### config.mk
export PLATFORM = sky130hd
export DESIGN_NAME = uart_rx_core_flat
export DESIGN_NICKNAME = d
export VERILOG_FILES = /design/src/rtl/uart_rx_core_if.sv /design/src/rtl/uart_rx_core.sv /design/src/flat_wrapper.sv
export SDC_FILE = /design/constraint.sdc
export NUM_CORES = 1
export LEC_CHECK = 0
export ABC_AREA = 1
export BUFFER_PORTS_ARGS = -buffer_cell sky130_fd_sc_hd__buf_2
export CAP_MARGIN = 20
export CORE_ASPECT_RATIO = 0.75
export CORE_MARGIN = 1.5
export CORE_UTILIZATION = 36
export CTS_CLUSTER_SIZE = 24
export DETAILED_ROUTE_END_ITERATION = 16
export GPL_TIMING_DRIVEN = 0
export PLACE_DENSITY = 0.63
export SYNTH_ARGS = -nofsm -noshare
export SYNTH_HDL_FRONTEND = slang
export SYNTH_SLANG_ARGS = --single-unit
### constraint.sdc
create_clock -name clk -period 4.36 [get_ports clk]
set_input_delay 0.872 -clock clk [delete_from_list [all_inputs] [get_ports clk]]
set_output_delay 0.872 -clock clk [all_outputs]
set_load 0.05 [all_outputs]
### src/rtl/uart_rx_core_if.sv
// Receive-side word interface of uart_rx_core: one received word plus its
// error flags, offered to the consumer under a valid/ready handshake.
interface uart_rx_core_if #(
  parameter int DATA_BITS = 8
);
  // Handshake: data_valid rises with a word and holds it (data_out and flags
  // stable) until a clock edge where data_valid && data_ready; that edge is
  // the transfer. data_ready may be driven high before data_valid.
  logic [DATA_BITS-1:0] data_out;
  logic                 data_valid;
  logic                 data_ready;
  logic                 parity_err;
  logic                 frame_err;
  logic                 overrun_err;

  modport master (
    output data_out,
    output data_valid,
    output parity_err,
    output frame_err,
    output overrun_err,
    input  data_ready
  );

  modport slave (
    input  data_out,
    input  data_valid,
    input  parity_err,
    input  frame_err,
    input  overrun_err,
    output data_ready
  );
endinterface

### src/rtl/uart_rx_core.sv
// UART receiver: 2-flop synchroniser, 16x oversampled start detect, mid-bit
// sampling, parity/stop checks. Define UART_RX_MAJORITY_EN for 2-of-3 voting.
module uart_rx_core #(
  parameter int CLK_FREQ    = 50_000_000,
  parameter int BAUD_RATE   = 9600,
  parameter int DATA_BITS   = 8,
  parameter int PARITY_MODE = 1
) (
  input  logic           clk,
  input  logic           rst,
  input  logic           rx,
  output logic           rx_busy,
  output logic [2:0]     state_dbg,
  uart_rx_core_if.master rx_if
);
  localparam int   DIV     = CLK_FREQ / (BAUD_RATE * 16);
  localparam int   DIV_W   = (DIV > 1) ? $clog2(DIV) : 1;
  localparam logic PAR_ODD = (PARITY_MODE == 2);

  if (DIV < 1) begin : g_div_check
    $error("uart_rx_core: CLK_FREQ too low for 16x oversampling of BAUD_RATE");
  end
  if (DATA_BITS < 5 || DATA_BITS > 9) begin : g_bits_check
    $error("uart_rx_core: DATA_BITS must be 5..9");
  end

  typedef enum logic [2:0] {
    IDLE   = 3'd0,
    START  = 3'd1,
    DATA   = 3'd2,
    PARITY = 3'd3,
    STOP   = 3'd4
  } state_t;

  state_t               state;
  logic                 rx_meta, rx_s;
  logic [DIV_W-1:0]     div_cnt;
  logic                 os_tick;
  logic [3:0]           os_cnt;
  logic [3:0]           bit_cnt;
  logic [DATA_BITS-1:0] shift_q;
  logic                 par_err_q, frame_err_q, done_q;
  logic                 samp_start, samp_bit, samp_val;
  logic                 accept;

  assign state_dbg = state;

  always_ff @(posedge clk) begin
    if (rst) begin
      rx_meta <= 1'b1;
      rx_s    <= 1'b1;
    end else begin
      rx_meta <= rx;
      rx_s    <= rx_meta;
    end
  end

  // Prescaler restarts at the falling edge so the bit grid is anchored to it.
  always_ff @(posedge clk) begin
    if (rst)                      div_cnt <= '0;
    else if (state == IDLE && !rx_s) div_cnt <= '0;
    else if (os_tick)             div_cnt <= '0;
    else                          div_cnt <= div_cnt + 1'b1;
  end

  assign os_tick = (div_cnt == DIV_W'(DIV - 1));

`ifdef UART_RX_MAJORITY_EN
  // Votes at 6/7/8 (start) or 14/15/0 (later bits); the decision lands one
  // tick late, so leaving START reloads os_cnt to 1 to keep the bit grid.
  localparam logic [3:0] OS_RESTART = 4'd1;
  logic [1:0] maj_q;

  always_ff @(posedge clk) begin
    if (rst) begin
      maj_q <= 2'b11;
    end else if (os_tick) begin
      if ((state == START) ? (os_cnt == 4'd6) : (os_cnt == 4'd14)) maj_q[0] <= rx_s;
      if ((state == START) ? (os_cnt == 4'd7) : (os_cnt == 4'd15)) maj_q[1] <= rx_s;
    end
  end

  assign samp_start = os_tick && (os_cnt == 4'd8);
  assign samp_bit   = os_tick && (os_cnt == 4'd0);
  assign samp_val   = (maj_q[0] & maj_q[1]) | (maj_q[0] & rx_s) | (maj_q[1] & rx_s);
`else
  localparam logic [3:0] OS_RESTART = 4'd0;

  assign samp_start = os_tick && (os_cnt == 4'd7);
  assign samp_bit   = os_tick && (os_cnt == 4'd15);
  assign samp_val   = rx_s;
`endif

  always_ff @(posedge clk) begin
    if (rst) begin
      state       <= IDLE;
      rx_busy     <= 1'b0;
      os_cnt      <= '0;
      bit_cnt     <= '0;
      shift_q     <= '0;
      par_err_q   <= 1'b0;
      frame_err_q <= 1'b0;
      done_q      <= 1'b0;
    end else begin
      done_q <= 1'b0;
      if (os_tick) os_cnt <= os_cnt + 4'd1;
      case (state)
        IDLE: begin
          if (!rx_s) begin
            state   <= START;
            rx_busy <= 1'b1;
            os_cnt  <= '0;
          end
        end
        START: begin
          if (samp_start) begin
            if (samp_val) begin
              state   <= IDLE;
              rx_busy <= 1'b0;
            end else begin
              state     <= DATA;
              os_cnt    <= OS_RESTART;
              bit_cnt   <= '0;
              par_err_q <= 1'b0;
            end
          end
        end
        DATA: begin
          if (samp_bit) begin
            shift_q <= {samp_val, shift_q[DATA_BITS-1:1]};
            bit_cnt <= bit_cnt + 4'd1;
            if (bit_cnt == 4'(DATA_BITS - 1))
              state <= (PARITY_MODE == 0) ? STOP : PARITY;
          end
        end
        PARITY: begin
          if (samp_bit) begin
            par_err_q <= ((^shift_q) ^ samp_val) != PAR_ODD;
            state     <= STOP;
          end
        end
        STOP: begin
          // Back to IDLE right after mid-stop so a back-to-back start is caught.
          if (samp_bit) begin
            frame_err_q <= ~samp_val;
            done_q      <= 1'b1;
            state       <= IDLE;
            rx_busy     <= 1'b0;
          end
        end
        default: begin
          state   <= IDLE;
          rx_busy <= 1'b0;
        end
      endcase
    end
  end

  assign accept = rx_if.data_valid && rx_if.data_ready;

  always_ff @(posedge clk) begin
    if (rst) begin
      rx_if.data_out    <= '0;
      rx_if.data_valid  <= 1'b0;
      rx_if.parity_err  <= 1'b0;
      rx_if.frame_err   <= 1'b0;
      rx_if.overrun_err <= 1'b0;
    end else if (done_q) begin
      if (!rx_if.data_valid || accept) begin
        rx_if.data_out   <= shift_q;
        rx_if.parity_err <= par_err_q;
        rx_if.frame_err  <= frame_err_q;
        rx_if.data_valid <= 1'b1;
        if (accept) rx_if.overrun_err <= 1'b0;
      end else begin
        // Held word wins; the new one is dropped and the loss is recorded.
        rx_if.overrun_err <= 1'b1;
      end
    end else if (accept) begin
      rx_if.data_valid  <= 1'b0;
      rx_if.overrun_err <= 1'b0;
    end
  end
endmodule

### src/flat_wrapper.sv
// flat-port wrapper written by rule: the top's interface ports become plain ports
module uart_rx_core_flat 
#(
  parameter int CLK_FREQ    = 50_000_000,
  parameter int BAUD_RATE   = 9600,
  parameter int DATA_BITS   = 8,
  parameter int PARITY_MODE = 1
)
  (clk, rst, rx, rx_busy, state_dbg, rx_if_data_out, rx_if_data_valid, rx_if_parity_err, rx_if_frame_err, rx_if_overrun_err, rx_if_data_ready);
  uart_rx_core_if #(.DATA_BITS(DATA_BITS)) rx_if_i ();
  input  logic clk;
  input  logic rst;
  input  logic rx;
  output logic rx_busy;
  output logic [2:0] state_dbg;
  output wire logic [$bits(rx_if_i.data_out)-1:0] rx_if_data_out;
  output wire logic [$bits(rx_if_i.data_valid)-1:0] rx_if_data_valid;
  output wire logic [$bits(rx_if_i.parity_err)-1:0] rx_if_parity_err;
  output wire logic [$bits(rx_if_i.frame_err)-1:0] rx_if_frame_err;
  output wire logic [$bits(rx_if_i.overrun_err)-1:0] rx_if_overrun_err;
  input wire logic [$bits(rx_if_i.data_ready)-1:0] rx_if_data_ready;
  assign rx_if_data_out = rx_if_i.data_out;
  assign rx_if_data_valid = rx_if_i.data_valid;
  assign rx_if_parity_err = rx_if_i.parity_err;
  assign rx_if_frame_err = rx_if_i.frame_err;
  assign rx_if_overrun_err = rx_if_i.overrun_err;
  assign rx_if_i.data_ready = rx_if_data_ready;
  uart_rx_core #(.CLK_FREQ(CLK_FREQ), .BAUD_RATE(BAUD_RATE), .DATA_BITS(DATA_BITS), .PARITY_MODE(PARITY_MODE)) u_core (.clk(clk), .rst(rst), .rx(rx), .rx_busy(rx_busy), .state_dbg(state_dbg), .rx_if(rx_if_i));
endmodule
==> results of run 1 <==
[cell families after synthesis]
family          Yosys count  share of synthesized area (%)
compound gates           55                          13.57
flops                    46                          42.15
simple gates            137                          30.13
buf+inv                  50                          8.991
fa+ha+maj                 4                          2.291
mux                       1                         0.4582
xor+xnor                  6                          2.405
[per-layer routing]
layer | GRT usage (%) | routed length, um | part of all wire, %
met1 | 20.87 | 2391 | 55
met2 | 20.92 | 1728 | 40
met3 | 3.595 | 153 | 3.5
met4 | 4.545 | 52 | 1.2
met5 | 0 | 0 | 0
[Yosys cell counts (2+ instances only)]
cell,number
a21oi_1,29
clkbuf_1,3
dfxtp_1,46
ha_1,4
inv_1,43
nand2_1,57
nand2_2,5
nand2_4,3
nand3_1,17
nand4_1,2
nor2_1,35
nor2_2,2
nor2_4,3
nor3_1,6
o21ai_0,16
o21ai_1,3
or2_2,2
xnor2_1,2
xor2_1,4
[worst paths after layout]
path | from | cells past startpoint | endpoint | slack [ps]
setup / recovery | u_core.state_dbg[1] | 1 | state_dbg[1] | 2430
hold / removal | u_core.rx_meta | 1 | u_core.rx_s | 420
setup reg to reg | u_core.os_cnt[0] | 8 | u_core.os_cnt[3] | 2720
hold reg to reg | u_core.rx_meta | 1 | u_core.rx_s | 420
[final cells by class]
class	instances	area [um2]	share of cell area, %
Multi-Input combinational cell	203	1067	42.86
Buffer	5	26.28	1.055
Clock inverter	3	43.79	1.759
Sequential cell	46	920.9	36.98
Tap cell	78	97.59	3.920
Clock buffer	5	68.82	2.764
Inverter	45	170.2	6.834
Timing Repair Buffer	19	95.09	3.819
[through the flow]
| step | utilization [%] | cell area, um2 | total power, mW |
|---|---|---|---|
| 2_1_floorplan | - | 2185 | 0.7735 |
| 3_3_place_gp | 40.81 | 2377 | 0.8405 |
| 3_5_place_dp | 40.81 | 2377 | 0.8444 |
| 4_1_cts | 42.74 | 2490 | 1.171 |
| 5_1_grt | 42.74 | 2490 | 1.245 |
| 6_report | 42.74 | 2490 | 1.161 |
[power breakdown]
group	total, mW	switching (mW)	internal, mW
Clock	0.322	0.151	0.172
Combinational	0.366	0.260	0.106
Sequential	0.473	0.0275	0.445
[state kept, by name, summed over array words and instances, names as in the netlist, 3 cells and up]
name	count
u_core.rx_if.data_out	8
u_core.os_cnt	4
u_core.bit_cnt	4
u_core.state_dbg	3
u_core.div_cnt	9
u_core.shift_q	8
==> results.yml, run 1 <==
outcome:
  outcome: "finished, final reports clean"
synth:
  syn-instance-count: 299
  ys_async_sr_fraction_pct: 0
  synth_top_area_share_pct: 42.15
  ys.flop_type: "dfxtp_1"
  synth.distinct_cells: 36
  yosys_warnings: 0
  syn-cell-area_mm2: 0.002185
  seq_area_frac_synth_pct: 42.15
  synth_edf_count: 0
  synth.avg_cell_area_um2: 7.306
  yosys-top-cells-area: "dfxtp_1 42%, nand2_1 9.8%, inv_1 7.4%"
  synth_nets: 307
  yosys_register_bits: 46
  yosys.area.top_type: "dfxtp_1"
finish:
  area_growth_syn_to_layout_pct: 13.97
  drive_gt1_share_pct: 15.34
  fillCellCount: 621
  nets: 333
  final-instance-count-excl-fill: 404
  layout_commonest_cell: "nand2_1"
  mostFrequentLayoutCells: "57 x nand2_1, 46 x dfxtp_1, 43 x inv_1"
  diodes: 0
placed_design:
  hpwl_mm: 3.233
  io_buffers: 19
  dp_worst_setup_slack_ps: 2306
  numPlacedInstances: 396
  place_congestion: 0.8519
sta:
  relSlewSlack_pct: 67.35
  fin_ws_ps: 2427
  setup_viol: 0
  fmax_mhz: 517.3
  timing.final.crit_share_pct: 44.34
  rsz0062_at_grt: "no"
  tns_ps: 0
  period_minus_slack_ps: 1933
  timing_hold_violations_final: 0
  worstMarginPinSlew_ps: 489.7
  drv_slew: 0
  finClkSkew_ps: 6.121
  fin_hold_ws_ps: 423.6
flow_run:
  max_cap_violations: 0
cts:
  cts_tree: "built"
  cts.sinks: 46
  cts_setup_buffers: 0
  cts_hold_buf: 0
  clock-root-buffer: "clkbuf_8"
  clk_latency_ps: 300
  post_cts_resized: 0
  htree_levels: 2
  path_clk_slew_ps: 90
  clockBufferDepth: 2
  tritoncts.num_buffers: 5
global_route:
  grtUsageTotal_pct: 14.45
  grt_pass1_vias: 1651
  antenna_found_initial: 0
  grt_start_max_net_pins: 16
  grt_pass1_wl_mm: 7.472
  grt.overflow.total: 0
routing:
  dr.pass1.iters: 4
  drc: 0
  routed_via_density: 4.592
  detail-route-antenna-nets: 0
  finalWirelength_mm: 4.326
  drtIter0Drc: 60
  drt-wirelength-per-cell_um: 10.71
  vias: 1855
critical_path:
  critPathMaxFanout: 7
  slowest_stage: "dfxtp_1"
  worst-setup-path-type: "flip-flop to output port"
  path_cells: "buf_2"
  cp_top_family: "flip-flops"
  crit_required_ps: 3490
  critPathArrivalTime_ps: 1060
  endpoint_kind: "output port"
  critPathBufInv: 1
  cp-start-kind: "flip-flop"
  cp_slowest_stage_delay_ps: 450
die:
  pin_count: 20
  die_h_um: 70.47
  rows: 24
  start_util_pct: 37.50
  die_width_um: 92.95
  die_area_mm2: 0.006550
  placeableCoreArea_mm2: 0.005826
power_and_ir_drop:
  peakVddDrop_mv: 0.3983
  power.density_mw_per_mm2: 466.2
  p_leak_nw: 1.149
worst_hold_path:
  min-delay-path-class: "flip-flop to flip-flop"
No activity file was read; power rests on OpenSTA's default activity.
==> run 2, diff against run 1 <==
PLACE_DENSITY = 0.65   (was 0.63)
clock period = 1.75 ns   (was 4.36 ns; I/O delays follow)
==> run 2 against run 1 <==
Worst hold slack worse by 190 ps; highest routed layer unchanged; count of clock-buffer cells in the layout stayed put; combinational power is 150% higher.
==> results.yml, run 2 (same netlist as run 1, synthesis figures left out) <==
outcome:
  outcome: "finished, final reports clean"
worst_hold_path:
  worstHoldStart: "rx"
  min-delay-path-class: "input pin to flip-flop"
cts:
  tritoncts.num_buffers: 5
  post_cts_resized: 0
  htree_levels: 2
  cts_setup_buffers: 0
  cts_hold_buf: 0
  clk_latency_ps: 300
  path_clk_slew_ps: 90
  cts.sinks: 46
  cts_tree: "built"
  clock-root-buffer: "clkbuf_8"
  clockBufferDepth: 2
global_route:
  grt.overflow.total: 0
  grtUsageTotal_pct: 14.53
  grt_pass1_vias: 1622
  grt_start_max_net_pins: 16
  grt_pass1_wl_mm: 7.541
  antenna_found_initial: 0
finish:
  mostFrequentLayoutCells: "56 x nand2_1, 46 x dfxtp_1, 43 x inv_1"
  largest_reg_flops: 9
  largest-register: "u_core.div_cnt"
  fillCellCount: 604
  drive_gt1_share_pct: 16.26
  ff_latch_area_um2: 920.9
  diodes: 0
  final_util_pct: 42.91
  nets: 333
  reg.largest.list: "u_core.div_cnt: 9 flops, u_core.rx_if.data_out: 8 flops, u_core.shift_q: 8 flops"
  area_growth_syn_to_layout_pct: 14.43
  layout_commonest_cell: "nand2_1"
  multi_input_area_mm2: 0.001077
die:
  rows: 24
  placeableCoreArea_mm2: 0.005826
  die_width_um: 92.95
  die_h_um: 70.47
  pin_count: 20
  start_util_pct: 37.50
  die_area_mm2: 0.006550
routing:
  finalWirelength_mm: 4.263
  routed_via_density: 4.557
  vias: 1841
  drt-wirelength-per-cell_um: 10.55
  drc: 0
  detail-route-antenna-nets: 0
  drtIter0Drc: 83
  dr.pass1.iters: 4
power_and_ir_drop:
  seqPwrFrac_pct: 40.8
  pwr-share-comb_pct: 31.2
  power.density_mw_per_mm2: 1154
  p_sw_mw: 1.083
  peakVddDrop_mv: 0.4777
  p_leak_nw: 1.150
  pwr-share-clk_pct: 28.0
  intPower_mw: 1.802
  switching_share_pct: 37.53
flow_run:
  max_cap_violations: 0
sta:
  timing_hold_violations_final: 0
  fmax_mhz: 634.9
  setup_viol: 0
  period_minus_slack_ps: 1575
  relSlewSlack_pct: 66.10
  tns_ps: 0
  worstMarginPinSlew_ps: 508.5
  finClkSkew_ps: 6.270
  rsz0062_at_grt: "no"
  timing.final.crit_share_pct: 90.01
  drv_slew: 0
critical_path:
  worst-setup-path-type: "flip-flop to flip-flop"
  crit_required_ps: 1930
  cp-start-kind: "flip-flop"
  crit_start: "u_core.div_cnt[0]"
  critPathMaxFanout: 7
  endpoint_kind: "flip-flop"
  critPathArrivalTime_ps: 1760
  rr_startpoint: "u_core.div_cnt[0]"
  reg2reg_slack_ps: 170
placed_design:
  io_buffers: 19
  place_congestion: 0.8629
  hpwl_mm: 3.200
## run 2: cell counts in the layout (fill, tap and decap cells not counted)
Identical to the previous run, type by type.
## run 2: path summary, 6_finish.rpt
| check | endpoint | cells past startpoint |
|---|---|---|
| setup / recovery | u_core.bit_cnt[1] | 12 |
| hold / removal | u_core.rx_meta | 2 |
| setup reg to reg | u_core.bit_cnt[1] | 12 |
| hold reg to reg | u_core.rx_s | 1 |
## run 2: critical path: stages, from the launching register on
cell      delay [ps]
dfxtp_1          410
inv_1             60
ha_1             190
nand2_1          100
nor2_4            60
nand2_4          110
clkinv_2         100
nand3_4          120
nand2_4           90
nand2_4           80
nand2_2           40
nand2_1           60
nor2_2            30
## run 2: layer usage
metal  global-route usage [%]  up-vias  wire (um)
li1                         -     1002          -
met2                    20.44       27       1742
met5                        0        -          0
met3                    3.486        4        156
met1                    21.38      808       2312
met4                    5.051        0         53
## run 2: cell type report
type	instances	share of cell area, %
Clock inverter	3	1.752
Multi-Input combinational cell	203	43.09
Clock buffer	5	2.753
Timing Repair Buffer	19	3.804
Buffer	5	1.051
Inverter	45	6.807
Tap cell	78	3.904
Sequential cell	46	36.84
## run 2: through the flow
stage / worst slack, ps / power (mW) / std cells / area, um2 / hold WS [ps]
detailed placement: 157.2 / 2.102 / 396 / 2377 / 392.9
floorplan: 125.2 / 1.927 / 299 / 2185 / 389.5
finish: 174.8 / 2.885 / 404 / 2500 / 237.6
global route: 7.666 / 3.099 / 404 / 2500 / 232.1
CTS: 144.0 / 2.918 / 404 / 2490 / 229.2
global placement: 193.9 / 2.090 / 396 / 2377 / 392.1
## run 2: power groups by stage
stage	sequential (mW)	clock [mW]	combinational, mW
detailed placement	1.20	0	0.901
CTS	1.18	0.838	0.903
finish	1.18	0.809	0.900
floorplan	1.32	0	0.604
global placement	1.20	0	0.890
global route	1.19	0.882	1.03
